### src/rtl/fpu_pkg.sv
// Shared types and constants for the fpu issuer and its watchdog.
package fpu_pkg;

  localparam int FPU_DATA_WIDTH = 32;
  localparam int FPU_OP_WIDTH   = 4;
  localparam int FPU_TAG_WIDTH  = 4;

  // Result returned to the core when the fpu never answers.
  localparam logic [FPU_DATA_WIDTH-1:0] FPU_NAN_RESULT = 32'hFFFF_FFFF;

  typedef logic [FPU_OP_WIDTH-1:0] fpu_op_t;

  typedef enum logic [2:0] {
    IDLE,
    ISSUE,
    WAIT_RES,
    ACK,
    RESP
  } issuer_state_t;

  typedef struct packed {
    fpu_op_t                  op;
    logic [FPU_DATA_WIDTH-1:0] a;
    logic [FPU_DATA_WIDTH-1:0] b;
    logic [FPU_TAG_WIDTH-1:0]  tag;
  } fpu_req_t;

  typedef struct packed {
    logic [FPU_DATA_WIDTH-1:0] result;
    logic [FPU_TAG_WIDTH-1:0]  tag;
    logic                      err;
  } fpu_rsp_t;

endpackage

### src/rtl/fpu_watchdog.sv
// Cycle counter that flags a hung fpu transaction. The count clears on
// clear_i, advances while enable_i is high and saturates at TIMEOUT.
// expired_o fires on the cycle whose closing edge would bring the count to
// TIMEOUT, so the owner leaves exactly TIMEOUT cycles after the clear.
// TIMEOUT = 0 disables the watchdog.
module fpu_watchdog #(
  parameter int TIMEOUT = 255
) (
  input  logic clock,
  input  logic reset,
  input  logic clear_i,
  input  logic enable_i,
  output logic expired_o
);

  localparam int CW = (TIMEOUT > 0) ? $clog2(TIMEOUT + 1) : 1;
  localparam logic [CW-1:0] MAX_CNT  = CW'(TIMEOUT);
  localparam logic [CW-1:0] LAST_CNT = CW'((TIMEOUT > 0) ? TIMEOUT - 1 : 0);

  logic [CW-1:0] count_q, count_d;

  // Next count: clear has priority, then saturating increment.
  always_comb begin
    count_d = count_q;
    if (clear_i) begin
      count_d = '0;
    end else if (enable_i && (count_q != MAX_CNT)) begin
      count_d = count_q + CW'(1);
    end
  end

  // Count register.
  always_ff @(posedge clock or negedge reset) begin
    if (!reset) begin
      count_q <= '0;
    end else begin
      count_q <= count_d;
    end
  end

  assign expired_o = (TIMEOUT > 0) && enable_i && (count_q == LAST_CNT);

endmodule

### src/rtl/fpu_issuer.sv
// Initiator side of the fpu operand/result four-phase handshakes. Takes one
// tagged request from the core, feeds the fpu, captures its result and hands
// back a tagged response. A watchdog turns a hung fpu into an error response.
module fpu_issuer
  import fpu_pkg::*;
#(
  parameter int DATA_WIDTH = FPU_DATA_WIDTH,
  parameter int OP_WIDTH   = FPU_OP_WIDTH,
  parameter int TAG_WIDTH  = FPU_TAG_WIDTH,
  parameter int TIMEOUT    = 255
) (
  input  logic                  clock,
  input  logic                  reset,
  input  logic                  req_valid,
  output logic                  req_ready,
  input  logic [OP_WIDTH-1:0]   req_op,
  input  logic [DATA_WIDTH-1:0] req_a,
  input  logic [DATA_WIDTH-1:0] req_b,
  input  logic [TAG_WIDTH-1:0]  req_tag,
  output logic                  input_rdy,
  input  logic                  input_ack,
  output logic [OP_WIDTH-1:0]   operation,
  output logic [DATA_WIDTH-1:0] data_a,
  output logic [DATA_WIDTH-1:0] data_b,
  input  logic                  output_rdy,
  output logic                  output_ack,
  input  logic [DATA_WIDTH-1:0] result,
  output logic                  rsp_valid,
  input  logic                  rsp_ready,
  output logic [DATA_WIDTH-1:0] rsp_result,
  output logic [TAG_WIDTH-1:0]  rsp_tag,
  output logic                  rsp_err,
  output logic                  busy
);

  issuer_state_t         state_q, state_d;
  logic                  req_ready_q, req_ready_d;
  logic                  input_rdy_q, input_rdy_d;
  logic                  output_ack_q, output_ack_d;
  logic                  rsp_valid_q, rsp_valid_d;
  logic                  err_q, err_d;
  logic                  busy_q, busy_d;
  logic [OP_WIDTH-1:0]   op_q, op_d;
  logic [DATA_WIDTH-1:0] a_q, a_d;
  logic [DATA_WIDTH-1:0] b_q, b_d;
  logic [TAG_WIDTH-1:0]  tag_q, tag_d;
  logic [DATA_WIDTH-1:0] result_q, result_d;

  logic accept;
  logic wd_enable;
  logic wd_expired;

  assign accept    = (state_q == IDLE) && req_valid && req_ready_q;
  assign wd_enable = (state_q == ISSUE) || (state_q == WAIT_RES);

  fpu_watchdog #(
    .TIMEOUT (TIMEOUT)
  ) u_watchdog (
    .clock     (clock),
    .reset     (reset),
    .clear_i   (accept),
    .enable_i  (wd_enable),
    .expired_o (wd_expired)
  );

  // Next-state and registered-output logic of the handshake FSM.
  always_comb begin
    // NOTE: every _d starts from its _q, so a path that assigns nothing
    // holds the register instead of inferring a latch.
    state_d      = state_q;
    req_ready_d  = req_ready_q;
    input_rdy_d  = input_rdy_q;
    output_ack_d = output_ack_q;
    rsp_valid_d  = rsp_valid_q;
    err_d        = err_q;
    op_d         = op_q;
    a_d          = a_q;
    b_d          = b_q;
    tag_d        = tag_q;
    result_d     = result_q;

    case (state_q)
      IDLE: begin
        // A late fpu result after a timeout is acked and dropped here.
        output_ack_d = output_rdy;
        req_ready_d  = !output_rdy;
        if (accept) begin
          op_d        = req_op;
          a_d         = req_a;
          b_d         = req_b;
          tag_d       = req_tag;
          err_d       = 1'b0;
          input_rdy_d = 1'b1;
          req_ready_d = 1'b0;
          state_d     = ISSUE;
        end
      end
      ISSUE: begin
        if (input_ack && output_rdy) begin
          // Capture beats a coincident watchdog expiry.
          result_d     = result;
          input_rdy_d  = 1'b0;
          output_ack_d = 1'b1;
          state_d      = ACK;
        end else if (wd_expired) begin
          input_rdy_d  = 1'b0;
          output_ack_d = 1'b0;
          result_d     = DATA_WIDTH'(FPU_NAN_RESULT);
          err_d        = 1'b1;
          rsp_valid_d  = 1'b1;
          state_d      = RESP;
        end else if (input_ack) begin
          input_rdy_d = 1'b0;
          state_d     = WAIT_RES;
        end
      end
      WAIT_RES: begin
        if (output_rdy) begin
          result_d     = result;
          output_ack_d = 1'b1;
          state_d      = ACK;
        end else if (wd_expired) begin
          output_ack_d = 1'b0;
          result_d     = DATA_WIDTH'(FPU_NAN_RESULT);
          err_d        = 1'b1;
          rsp_valid_d  = 1'b1;
          state_d      = RESP;
        end
      end
      ACK: begin
        if (!output_rdy) begin
          output_ack_d = 1'b0;
          rsp_valid_d  = 1'b1;
          state_d      = RESP;
        end
      end
      RESP: begin
        if (rsp_ready) begin
          rsp_valid_d = 1'b0;
          req_ready_d = !output_rdy;
          state_d     = IDLE;
        end
      end
      default: begin
        state_d = IDLE;
      end
    endcase

    busy_d = (state_d != IDLE);
  end

  // State and output registers; reset aborts any transaction in flight.
  always_ff @(posedge clock or negedge reset) begin
    // NOTE: sequential state uses non-blocking assignments so every register
    // samples the pre-edge values regardless of statement order.
    if (!reset) begin
      state_q      <= IDLE;
      req_ready_q  <= 1'b1;
      input_rdy_q  <= 1'b0;
      output_ack_q <= 1'b0;
      rsp_valid_q  <= 1'b0;
      err_q        <= 1'b0;
      busy_q       <= 1'b0;
      // NOTE: the operand/tag/result registers are reset too, because they
      // drive outputs directly and those must read 0 while reset is held.
      op_q         <= '0;
      a_q          <= '0;
      b_q          <= '0;
      tag_q        <= '0;
      result_q     <= '0;
    end else begin
      state_q      <= state_d;
      req_ready_q  <= req_ready_d;
      input_rdy_q  <= input_rdy_d;
      output_ack_q <= output_ack_d;
      rsp_valid_q  <= rsp_valid_d;
      err_q        <= err_d;
      busy_q       <= busy_d;
      op_q         <= op_d;
      a_q          <= a_d;
      b_q          <= b_d;
      tag_q        <= tag_d;
      result_q     <= result_d;
    end
  end

  assign req_ready  = req_ready_q;
  assign input_rdy  = input_rdy_q;
  assign output_ack = output_ack_q;
  assign operation  = op_q;
  assign data_a     = a_q;
  assign data_b     = b_q;
  assign rsp_valid  = rsp_valid_q;
  assign rsp_result = result_q;
  assign rsp_tag    = tag_q;
  assign rsp_err    = err_q;
  assign busy       = busy_q;

endmodule

### config.mk
export PLATFORM = sky130hd
export DESIGN_NAME = fpu_issuer
export DESIGN_NICKNAME = d
export VERILOG_FILES = /design/src/rtl/fpu_pkg.sv /design/src/rtl/fpu_watchdog.sv /design/src/rtl/fpu_issuer.sv
export SDC_FILE = /design/constraint.sdc
export NUM_CORES = 1
export LEC_CHECK = 0
export CAP_MARGIN = 10
export CORE_MARGIN = 2
export CORE_UTILIZATION = 43
export CTS_BUF_LIST = sky130_fd_sc_hd__clkbuf_8
export DETAILED_ROUTE_END_ITERATION = 10
export GPL_TIMING_DRIVEN = 1
export MAX_ROUTING_LAYER = met4
export PLACE_DENSITY = 0.85
export SLEW_MARGIN = 30
export SYNTH_ARGS = -nofsm -noshare
export SYNTH_HDL_FRONTEND = slang
export SYNTH_HIERARCHICAL = 1
export SYNTH_SLANG_ARGS = --single-unit
### constraint.sdc
create_clock -name clock -period 3.77 [get_ports clock]
set_input_delay 0.9425 -clock clock [delete_from_list [all_inputs] [get_ports clock]]
set_output_delay 0.9425 -clock clock [all_outputs]
set_load 0.1 [all_outputs]
# --- After elaboration in Yosys (flattened, before gate mapping) ---
# Cells that the tools add are included.
word_totals:
  ramBits: 0
  mem_count: 0
  latch_bits: 0
  input_bits: 110
  elab_cells: 87
  mem_bits_ro: 0
  reg_bits: 121
op_classes:
  reduce_logical: 22
  multipliers: 0
  n_div: 0
  n_eq_ne: 12
  mux: 39
  add_sub_neg: 1
  bitwise: 0
  n_lt_le_gt_ge: 0
  shift: 0
ops:
  columns: ["op", "n"]
  rows:
  - ["two-way mux 32 bit", 3]
  - ["one-hot mux 32 bit (2 select lines)", 1]
  - ["two-way mux 3 bit", 8]
  - ["two-way mux 1 bit", 19]
  - ["two-way mux 8 bit", 2]
  - ["one-hot mux 3 bit (5 select lines)", 1]
  - ["!= test 2 bit, second input constant", 5]
  - ["adder 8 x 1 -> 8 bit, second input constant", 1]
  - ["equality test 8 bit, second input constant", 1]
  - ["!= test 8 bit, second input constant", 1]
  - ["one-hot mux 1 bit (4 select lines)", 2]
  - ["nonzero test 2 bit", 4]
  - ["nonzero test 4 bit", 2]
  - ["equality test 3 x 2 -> 1 bit, second input constant", 2]
  - ["AND reduction 2 bit", 3]
  - ["nonzero test 3 bit", 2]
  - ["logical AND 1 bit", 5]
  - ["AND reduction 5 bit", 1]
  - ["!= test 4 x 2 -> 1 bit, second input constant", 1]
  - ["one-hot mux 1 bit (2 select lines)", 2]
  - ["AND reduction 4 bit", 1]
  - ["equality test 3 x 1 -> 1 bit, second input constant", 1]
  - ["equality test 3 bit, second input constant", 1]
  - ["logical NOT 3 bit", 1]
  - ["4 further kinds", 4]

# --- Logic depth before layout (Yosys ltp) ---
# Gate-level depths: netlist (run 1).
logic_depth:
  depth_word: 7
  ltp_mapped: 10

# --- By module ---
# The synthesis (run 1) kept the hierarchy.
by_module_without_submodules:
  columns: ["mod", "n_inst", "area_each_um2", "seq_area_each_um2", "cells_per_inst"]
  rows:
  - ["fpu_issuer", 1, 4418.0, 2829.0, 291]
  - ["fpu_watchdog", 1, 479.2, 200.2, 50]

# --- Worst setup path before layout (run 1) ---
# No wires, ideal clock.
synth_path:
  path_kind: "reg2reg"
  from: "register state_q[0]"
  to: "register result_q[10] (netlist: rsp_result[10])"
  path_stages_with_launch: 11
  setup_time_ps: 67
  arrival_time_ps: 2722
  required_time_ps: 3703
  synth_period_minus_slack_ps: 2789
  path_buffers: 3
  setup_slack_ps: 981
  path_cell_list: "dfrtp_1 > buf_4 > clkbuf_1 > xnor2_1 > nor2_1 > nand3_2 > nor3_1 > o21ai_0 > a211oi_1 > buf_2 > o22a_1"
synth_between:
  elab_chain_cells: 6
  elab_cells_between_ends: 9
  classes_between: "eq/ne (2); mux (4); reduce/logical (3)"
synth_rtl:
  columns: ["element", "line", "rtl"]
  rows:
  - ["from (decl)", "fpu_issuer.sv:36", "issuer_state_t state_q, state_d;"]
  - ["from (signal assigned)", "fpu_issuer.sv:172", "state_q <= state_d;"]
  - ["equality test 3 x 1 -> 1 bit / equality test 3 x 2 -> 1 bit (equally long branches)", "fpu_issuer.sv:54", "assign wd_enable = (state_q == ISSUE) || (state_q == WAIT_RES);"]
  - ["logical OR 1 bit *", "fpu_issuer.sv:54", null]
  - ["net wd_enable", "fpu_issuer.sv:50", "logic wd_enable;"]
  - ["logical AND 1 bit *", "fpu_watchdog.sv:41", "assign expired_o = (TIMEOUT > 0) && enable_i && (count_q == LAST_CNT);"]
  - ["net wd_expired", "fpu_issuer.sv:51", "logic wd_expired;"]
  - ["two-way mux 32 bit *", null, null]
  - ["two-way mux 32 bit (on tied branches)", null, null]
  - ["one-hot mux 32 bit (2 select lines) *", "fpu_issuer.sv:82", "case (state_q)"]
  - ["to (signal assigned)", "fpu_issuer.sv:183", "result_q <= result_d;"]
  - ["to (decl)", "fpu_issuer.sv:47", "logic [DATA_WIDTH-1:0] result_q, result_d;"]
# The timed path passes the listed nets; every way through them passes the cells marked *.
# A chain may end at the register's enable or synchronous reset.

# --- Final worst setup path (run 1) ---
layout_path:
  from: "register b_q[17] (netlist: data_b[17])"
  to: "output port data_b[17]"
layout_lines:
  columns: ["element", "line", "rtl"]
  rows:
  - ["from (decl)", "fpu_issuer.sv:45", "logic [DATA_WIDTH-1:0] b_q, b_d;"]
  - ["from (signal assigned)", "fpu_issuer.sv:168", "b_q <= '0;"]
  - ["from (signal assigned)", "fpu_issuer.sv:181", "b_q <= b_d;"]
  - ["to (decl)", "fpu_issuer.sv:24", "output logic [DATA_WIDTH-1:0] data_b,"]
# No word-level cell between the ends.

==> results.cfg, run 1 <==
[floorplanning]
initial_core_util_pct = 44.6
io_pins = 220
die_w_microns = 111
placementRows = 38
fp.dieH_microns = 111
core_sq_um = 11000
die_area_sq_um = 12300

[min_path]
hold_depth = 1
hold_path.class = flip-flop to flip-flop

[yosys]
yosysTopAreaCellShare_pct = 61.3
synth_edf_count = 0
syn-cell-area_sq_um = 4900
synth_ff_type = dfrtp_1
synth_mux_area_share_pct = 17.3
async_reset_ff_share_pct = 100
syn_inst = 341
yosys_warnings = 6
synth_seq_cells = 121
ys_seq_area_share_pct = 61.9
synth_compound_area_share_pct = 10.8
syn-num-nets = 453
synth_cell_types = 47
synth-simple-area-share_pct = 5.72
synthAdderAreaFrac_pct = 0.715
synth_top_family_by_area = multiplexers
synth_area_per_cell_sq_um = 14.4
synthXorXnorAreaFrac_pct = 0.179
netlist_top_cells_area = dfrtp_1, mux2_2, o22a_1, mux2_4, buf_6
synth_top_area_cell = dfrtp_1

[critical_path]
start_kind = flip-flop
reg2regPathDepth = 9
cp_max_fo = 2
cp_top_family = buffers and inverters
crit_chain = clkdlybuf4s50_1
worstPathArrival_ns = 1.98
cp_slowest_cell = clkdlybuf4s50_1
cp.depth = 1
end_kind = primary output
path_buf_inv = 1
worstPathRequired_ns = 2.83
critical_path_class = flip-flop to primary output
max_stage_delay_ns = 1.15

[clock_tree]
cts_buffers = 17
path_clk_slew_ns = 0.07
cts_resized = 0
tritoncts = yes
post_cts_buffers = 0
ctsLongestPathBuffers = 2
clock_latency_ns = 0.43
cts-root-buf = clkbuf_8
cts-htree-levels = 4
ctsHoldBuffers = 0
clkSinkCount = 121

[final_layout]
most-common-layout-cells = clkdlybuf4s50_1, dfrtp_1, mux2_2, o22a_1, clkbuf_8
layout_commonest_cell = clkdlybuf4s50_1
fin_nets = 679
antennaDiodeCount = 0
syn2layout_area_growth_pct = 57.5
drive_gt1_share_pct = 22.8
fillers = 738

[global_route]
grt_pass1_vias = 3887
grt_pass1_wl_microns = 20600
overflow = 0
grt.total_usage_pct = 22.0
grt_max_degree = 63
antenna_found_initial = 0

[drt]
first_pass_iters = 5
ant_nets = 0
drc = 0
wl_per_cell_microns = 17.8
routed_wl_microns = 12800
viasPerCell = 5.19
drtIter0Drc = 223
vias = 3734

[place]
io_buffers = 219
place.gp.congestion = 0.844
dp_hpwl_microns = 9430

[timing]
hold_viol = 0
setup_tns_ns = 0
setup_violations = 0
fin_skew_ns = 0.00865
grt_setup_unrepaired = no
timing.slew.headroom_pct = 31.1
max_freq_mhz = 342
period_needed_ns = 2.92
drv_slew = 0
period_share_pct = 77.6
tightest_slew_ns = 1.03

[run]
cap_violations = 0

[run_status]
status = finished clean
metrics by stage:
stage                     utilization [%]  area [sq um]  cells  worst slack (ns)  hold slack [ns]
after floorplan                         -          4900    341             0.981            0.517
after global placement               65.8          7230    688             0.895            0.489
after detailed placement             65.8          7230    688             0.837            0.495
after CTS                            70.2          7710    720             0.811            0.510
after global routing                 70.2          7710    720             0.744            0.521
final                                70.2          7710    720             0.846            0.505
final timing paths:
path | slack, ns | end | start
max | 0.85 | data_b[17] | data_b[17]
min | 0.51 | data_b[16] | data_b[16]
max reg2reg | 1.00 | rsp_result[23] | state_q[1]
min reg2reg | 0.51 | data_b[16] | data_b[16]
max in group asynchronous | 2.36 | data_b[3] | reset
min in group asynchronous | 0.59 | data_a[11] | reset
flip-flops by register name, indices dropped and copies added (netlist names):
signal	count
state_q	3
input_rdy	1
rsp_result	32
rsp_err	1
operation	4
output_ack	1
rsp_tag	4
rsp_valid	1
busy	1
u_watchdog/count_q	8
req_ready	1
data_b	32
data_a	32
cell usage after synthesis, types with 3 or more instances:
cell type,number
nor2_1,6
nor3_1,4
clkbuf_1,5
buf_6,5
and3b_1,3
nor3b_1,4
mux2_2,70
a21oi_1,5
nand4_1,3
buf_2,9
mux2_4,4
nand3_1,3
dfrtp_1,120
o22a_1,32
o21ai_0,6
o211ai_1,4
nor2b_1,3
a211oi_1,5
nand2_1,6
inv_1,10
kinds of logic (layout without fill, tap and decap cells):
logic type | after synthesis | in the layout
adders and majority gates | 3 | 3
and+or+nand+nor | 45 | 45
AOI/OAI and AO/OA | 66 | 66
xor gates and xnor gates | 1 | 1
DFF | 121 | 121
buffers and inverters | 31 | 270
muxes | 74 | 74
per-layer routing:
layer  up-vias  routed length, microns  global-route usage [%]
li1       1703                       -                       -
met1      1831                    5250                    26.1
met2       169                    6330                    35.1
met3        31                     779                    6.51
met4         0                     420                    9.58
met5         -                       0                       -
layout make-up:
type	instances	area (sq um)	area share, %
inverter	10	37.5	0.487
sequential	121	3030	39.3
clock buffer	19	262	3.39
timing repair buffer	228	2270	29.4
multi-input combinational	189	1720	22.3
clock inverter	13	223	2.89
tap	140	175	2.27
Power of run 1 is left out: the tool's default activity adds up to more than one toggle a clock period on the data nets, which glitch-free logic cannot reach.
==> inputs of run 2 (changes only) <==
- clock period: 3.77 -> 2.69 ns (I/O delays scaled with it)
==> run 2 against run 1 <==
Net effect:
- first-iteration DRC count is 36% lower
- register-to-register slack got worse by 0.38 ns
- clock skew about the same
- global-route usage down 0.96 points
- critical path depth rose by 8
==> results.cfg, run 2 (synthesis gave the netlist of run 1 again) <==
[clock_tree]
tritoncts = yes
post_cts_buffers = 0
path_clk_slew_ns = 0.06
cts-htree-levels = 4
clock_latency_ns = 0.43
cts_resized = 0
clkSinkCount = 121
cts_buffers = 17
ctsHoldBuffers = 0
ctsLongestPathBuffers = 2
cts-root-buf = clkbuf_8

[drt]
drtIter0Drc = 143
first_pass_iters = 4
ant_nets = 0
routed_wl_microns = 12100
viasPerCell = 5.10
drc = 0
vias = 3691
wl_per_cell_microns = 16.8

[global_route]
antenna_found_initial = 0
grt.total_usage_pct = 21.1
grt_pass1_wl_microns = 19900
grt_pass1_vias = 3867
overflow = 0
grt_max_degree = 57

[floorplanning]
die_w_microns = 111
placementRows = 38
io_pins = 220
core_sq_um = 11000
fp.dieH_microns = 111
initial_core_util_pct = 44.6
die_area_sq_um = 12300

[place]
place.gp.congestion = 0.822
dp_hpwl_microns = 9180
io_buffers = 219

[timing]
fin_skew_ns = 0.00901
setup_violations = 0
period_share_pct = 76.8
grt_setup_unrepaired = no
period_needed_ns = 2.07
hold_viol = 0
setup_tns_ns = 0
tightest_slew_ns = 0.460
timing.slew.headroom_pct = 69.3
max_freq_mhz = 484
drv_slew = 0

[min_path]
hold_path.class = input pin to async pin

[critical_path]
worstPathArrival_ns = 2.43
end_kind = flip-flop
start_kind = flip-flop
timing.rr.start = state_q[1]
critical_path.startpoint = state_q[1]
cp_max_fo = 32
critical_path_class = flip-flop to flip-flop
worstPathRequired_ns = 3.05

[final_layout]
drive_gt1_share_pct = 41.1
most-common-layout-cells = dfrtp_1, buf_4, clkdlybuf4s50_1, mux2_2, o22a_1
fin_nets = 684
syn2layout_area_growth_pct = 52.1
layout_commonest_cell = dfrtp_1
antennaDiodeCount = 0

[run_status]
status = finished clean

[run]
cap_violations = 0
==> run 2: cell count changes in the layout (fill, tap and decap cells not counted), moves of 2 or more <==
cell and change:
buf_4 +104, inv_1 +2, clkinvlp_4 +2, clkbuf_8 +2, buf_12 +6, bufinv_16 -5, clkinv_4 -2, clkdlybuf4s50_1 -105
==> run 2: final cells by class <==
class / count / area [sq um]
fill: 793 / 3530
timing repair buffer: 233 / 2120
sequential: 121 / 3030
clock inverter: 10 / 77.6
tap: 140 / 175
multi-input combinational: 189 / 1720
clock buffer: 21 / 289
inverter: 10 / 37.5
==> run 2: metal layers <==
layer | part of all wire, % | global-route usage (%)
met3 | 6.1 | 6.18
met5 | 0 | -
met2 | 52 | 35.3
met4 | 1.8 | 7.50
met1 | 40 | 24.2
==> run 2: worst max-delay path, cell delays in order, from the launching register on <==
cell	delay, ns
dfrtp_1	0.39
xnor2_1	0.18
nor2_1	0.17
nand3_2	0.14
nor3_2	0.16
buf_4	0.17
o2bb2ai_1	0.12
a211oi_4	0.28
buf_12	0.22
o22a_1	0.16
==> run 2: path summary, 6_finish.rpt <==
kind                       slack [ns]  depth (start not counted)        endpoint
max reg2reg                      0.62                          9   rsp_result[7]
min in group clock               0.51                          1  rsp_result[30]
min reg2reg                      0.51                          1  rsp_result[30]
max in group asynchronous        1.68                          2  rsp_result[26]
min                              0.19                          1      data_a[16]
max                              0.62                          9   rsp_result[7]
==> run 2: stage by stage <==
stage	instances	util (%)	setup WS, ns	hold slack [ns]	area, sq um
after floorplan	341	-	0.0965	0.377	4900
after global placement	693	64.5	0.309	0.491	7080
after detailed placement	693	64.5	0.289	0.497	7080
after CTS	724	67.8	0.615	0.182	7450
after global routing	724	67.8	0.473	0.197	7450
final	724	67.8	0.624	0.192	7450
Power of run 2 is left out for the same reason.
==> inputs of run 3 (changes only) <==
- CORE_UTILIZATION: 43 -> 39
- PLACE_DENSITY: 0.85 -> 0.82
- clock period: 2.69 -> 1.8 ns (I/O delays scaled with it)
==> run 3 against run 2 <==
Net effect:
- the run now ends with negative setup slack left
- sequential share of layout area shrank 9.2 points
- register-to-register slack lost 0.78 ns
- via count increased by 9.0%
- setup slack got worse by 0.78 ns
- global-route usage grew 4.2 points
- non-clock buffer count rose by 31
- critical path type unchanged
- highest routed layer unchanged
==> results.cfg, run 3 (synthesis gave the netlist of run 1 again) <==
[place]
dp_hpwl_microns = 11100
dp_slack_ns = -0.269
place.gp.congestion = 0.912
io_buffers = 219
dpl_cell_area_sq_um = 8910

[clock_tree]
clock_latency_ns = 0.45
ctsLongestPathBuffers = 2
cts-htree-levels = 4
path_clk_slew_ns = 0.07
cts-root-buf = clkbuf_8
clkSinkCount = 121
tritoncts = yes
cts_buffers = 17

[drt]
drc = 0
ant_nets = 0
first_pass_iters = 4
routed_wl_microns = 16300
drtIter0Drc = 224
viasPerCell = 5.14
wl_per_cell_microns = 20.8
vias = 4023

[run_status]
status = finished, violations left
violations = negative setup slack

[critical_path]
timing.rr.start = state_q[0]
start_kind = flip-flop
cp_common_cell = buf_4
worstPathRequired_ns = 2.14
worstPathArrival_ns = 2.30
path_buf_inv = 3
cp_slowest_cell = or4_4
max_stage_delay_ns = 0.50
cp_top_family = simple AND/OR/NAND/NOR gates
regToRegSetupSlack_ns = -0.16
critical_path_class = flip-flop to flip-flop
crit_chain = xnor2_4 -> nor2_4 -> nand3_4 -> buf_4 -> buf_6 -> buf_4 -> or4_4 -> o211a_1
r2r-end = u_watchdog/count_q[7]
cp_max_fo = 3
reg2regPathDepth = 8
end_kind = flip-flop

[final_layout]
syn2layout_area_growth_pct = 96.9
fin_nets = 716
fin_area_sq_um = 9640
layout_commonest_cell = buf_12
final_util_pct = 79.6
drive_gt1_share_pct = 46.1
most-common-layout-cells = buf_12, dfrtp_1, clkdlybuf4s50_1, mux2_4, o22a_1
fillers = 656

[global_route]
grt_pass1_vias = 4314
grt_pass1_wl_microns = 24200
antenna_found_initial = 0
overflow = 0
grt_max_degree = 53
grt.total_usage_pct = 25.3

[timing]
timing.slew.headroom_pct = 73.4
period_needed_ns = 1.96
setup_tns_ns = -7.11
max_freq_mhz = 511
setup_violations = 93
drv_slew = 0
hold_viol = 0
grt_setup_unrepaired = yes
period_share_pct = 109
final.setup.worst_slack_ns = -0.158
tightest_slew_ns = 0.398
fin_skew_ns = 0.0130

[min_path]
hold_path.class = input pin to async pin

[floorplanning]
io_pins = 220
die_area_sq_um = 13500
die_w_microns = 116
initial_core_util_pct = 40.4
fp.dieH_microns = 116
core_sq_um = 12100
placementRows = 40

[run]
cap_violations = 0
==> run 3: cell types whose count changed in the layout (fill, tap and decap cells not counted), sizes merged, moves of 2 or more <==
cell,before,now
clkinv,5,2
buf,125,153
clkinvlp,2,0
inv,12,14
clkbuf,21,24
==> run 3: per-stage QoR <==
stage          cells  hold slack, ns
6_report         783           0.453
5_1_grt          782           0.464
4_1_cts          775           0.426
3_5_place_dp     733           0.398
3_3_place_gp     733           0.396
2_1_floorplan    341           0.154
==> run 3: worst max path at each step <==
stage | to | slack (ns) | from | cells after the start
2_1_floorplan | rsp_result[10] | -0.36 | state_q[0] | 10
3_3_place_gp | data_a[30] | -0.24 | req_valid | 5
3_5_place_dp | data_a[15] | -0.27 | req_valid | 5
4_1_cts | rsp_err | -0.14 | state_q[1] | 8
5_1_grt | rsp_result[28] | -0.21 | state_q[1] | 9
6_report | u_watchdog/count_q[7] | -0.16 | state_q[0] | 8
==> run 3: timing repair <==
item / CTS / global route
gates resized for setup: 20 / 9
hold endpoints to repair: 24 / 0
cloned: 6 / 2
buffers inserted: 6 / 6
setup endpoints to repair: 114 / 109
pin swaps: 3 / 1
hold buffers: 1 / 0
==> run 3: routing by layer <==
metal	vias to the layer above	global-route usage, %	part of all wire [%]
met5	-	-	0
met2	172	42.4	53
li1	1789	-	-
met3	42	7.90	6.6
met1	2020	28.0	38
met4	0	10.6	2.9
==> run 3: cell type report <==
class	instances	area, sq um	share of cell area (%)
clock buffers	22	303	3.14
diodes	1	2.50	0.0259
inverters	10	37.5	0.389
repair buffers	264	3890	40.4
multi-input cells	190	2110	21.9
well taps	168	210	2.18
clock inverters	7	55.1	0.571
flip-flops and latches	121	3040	31.5
Power of run 3 is left out for the same reason.
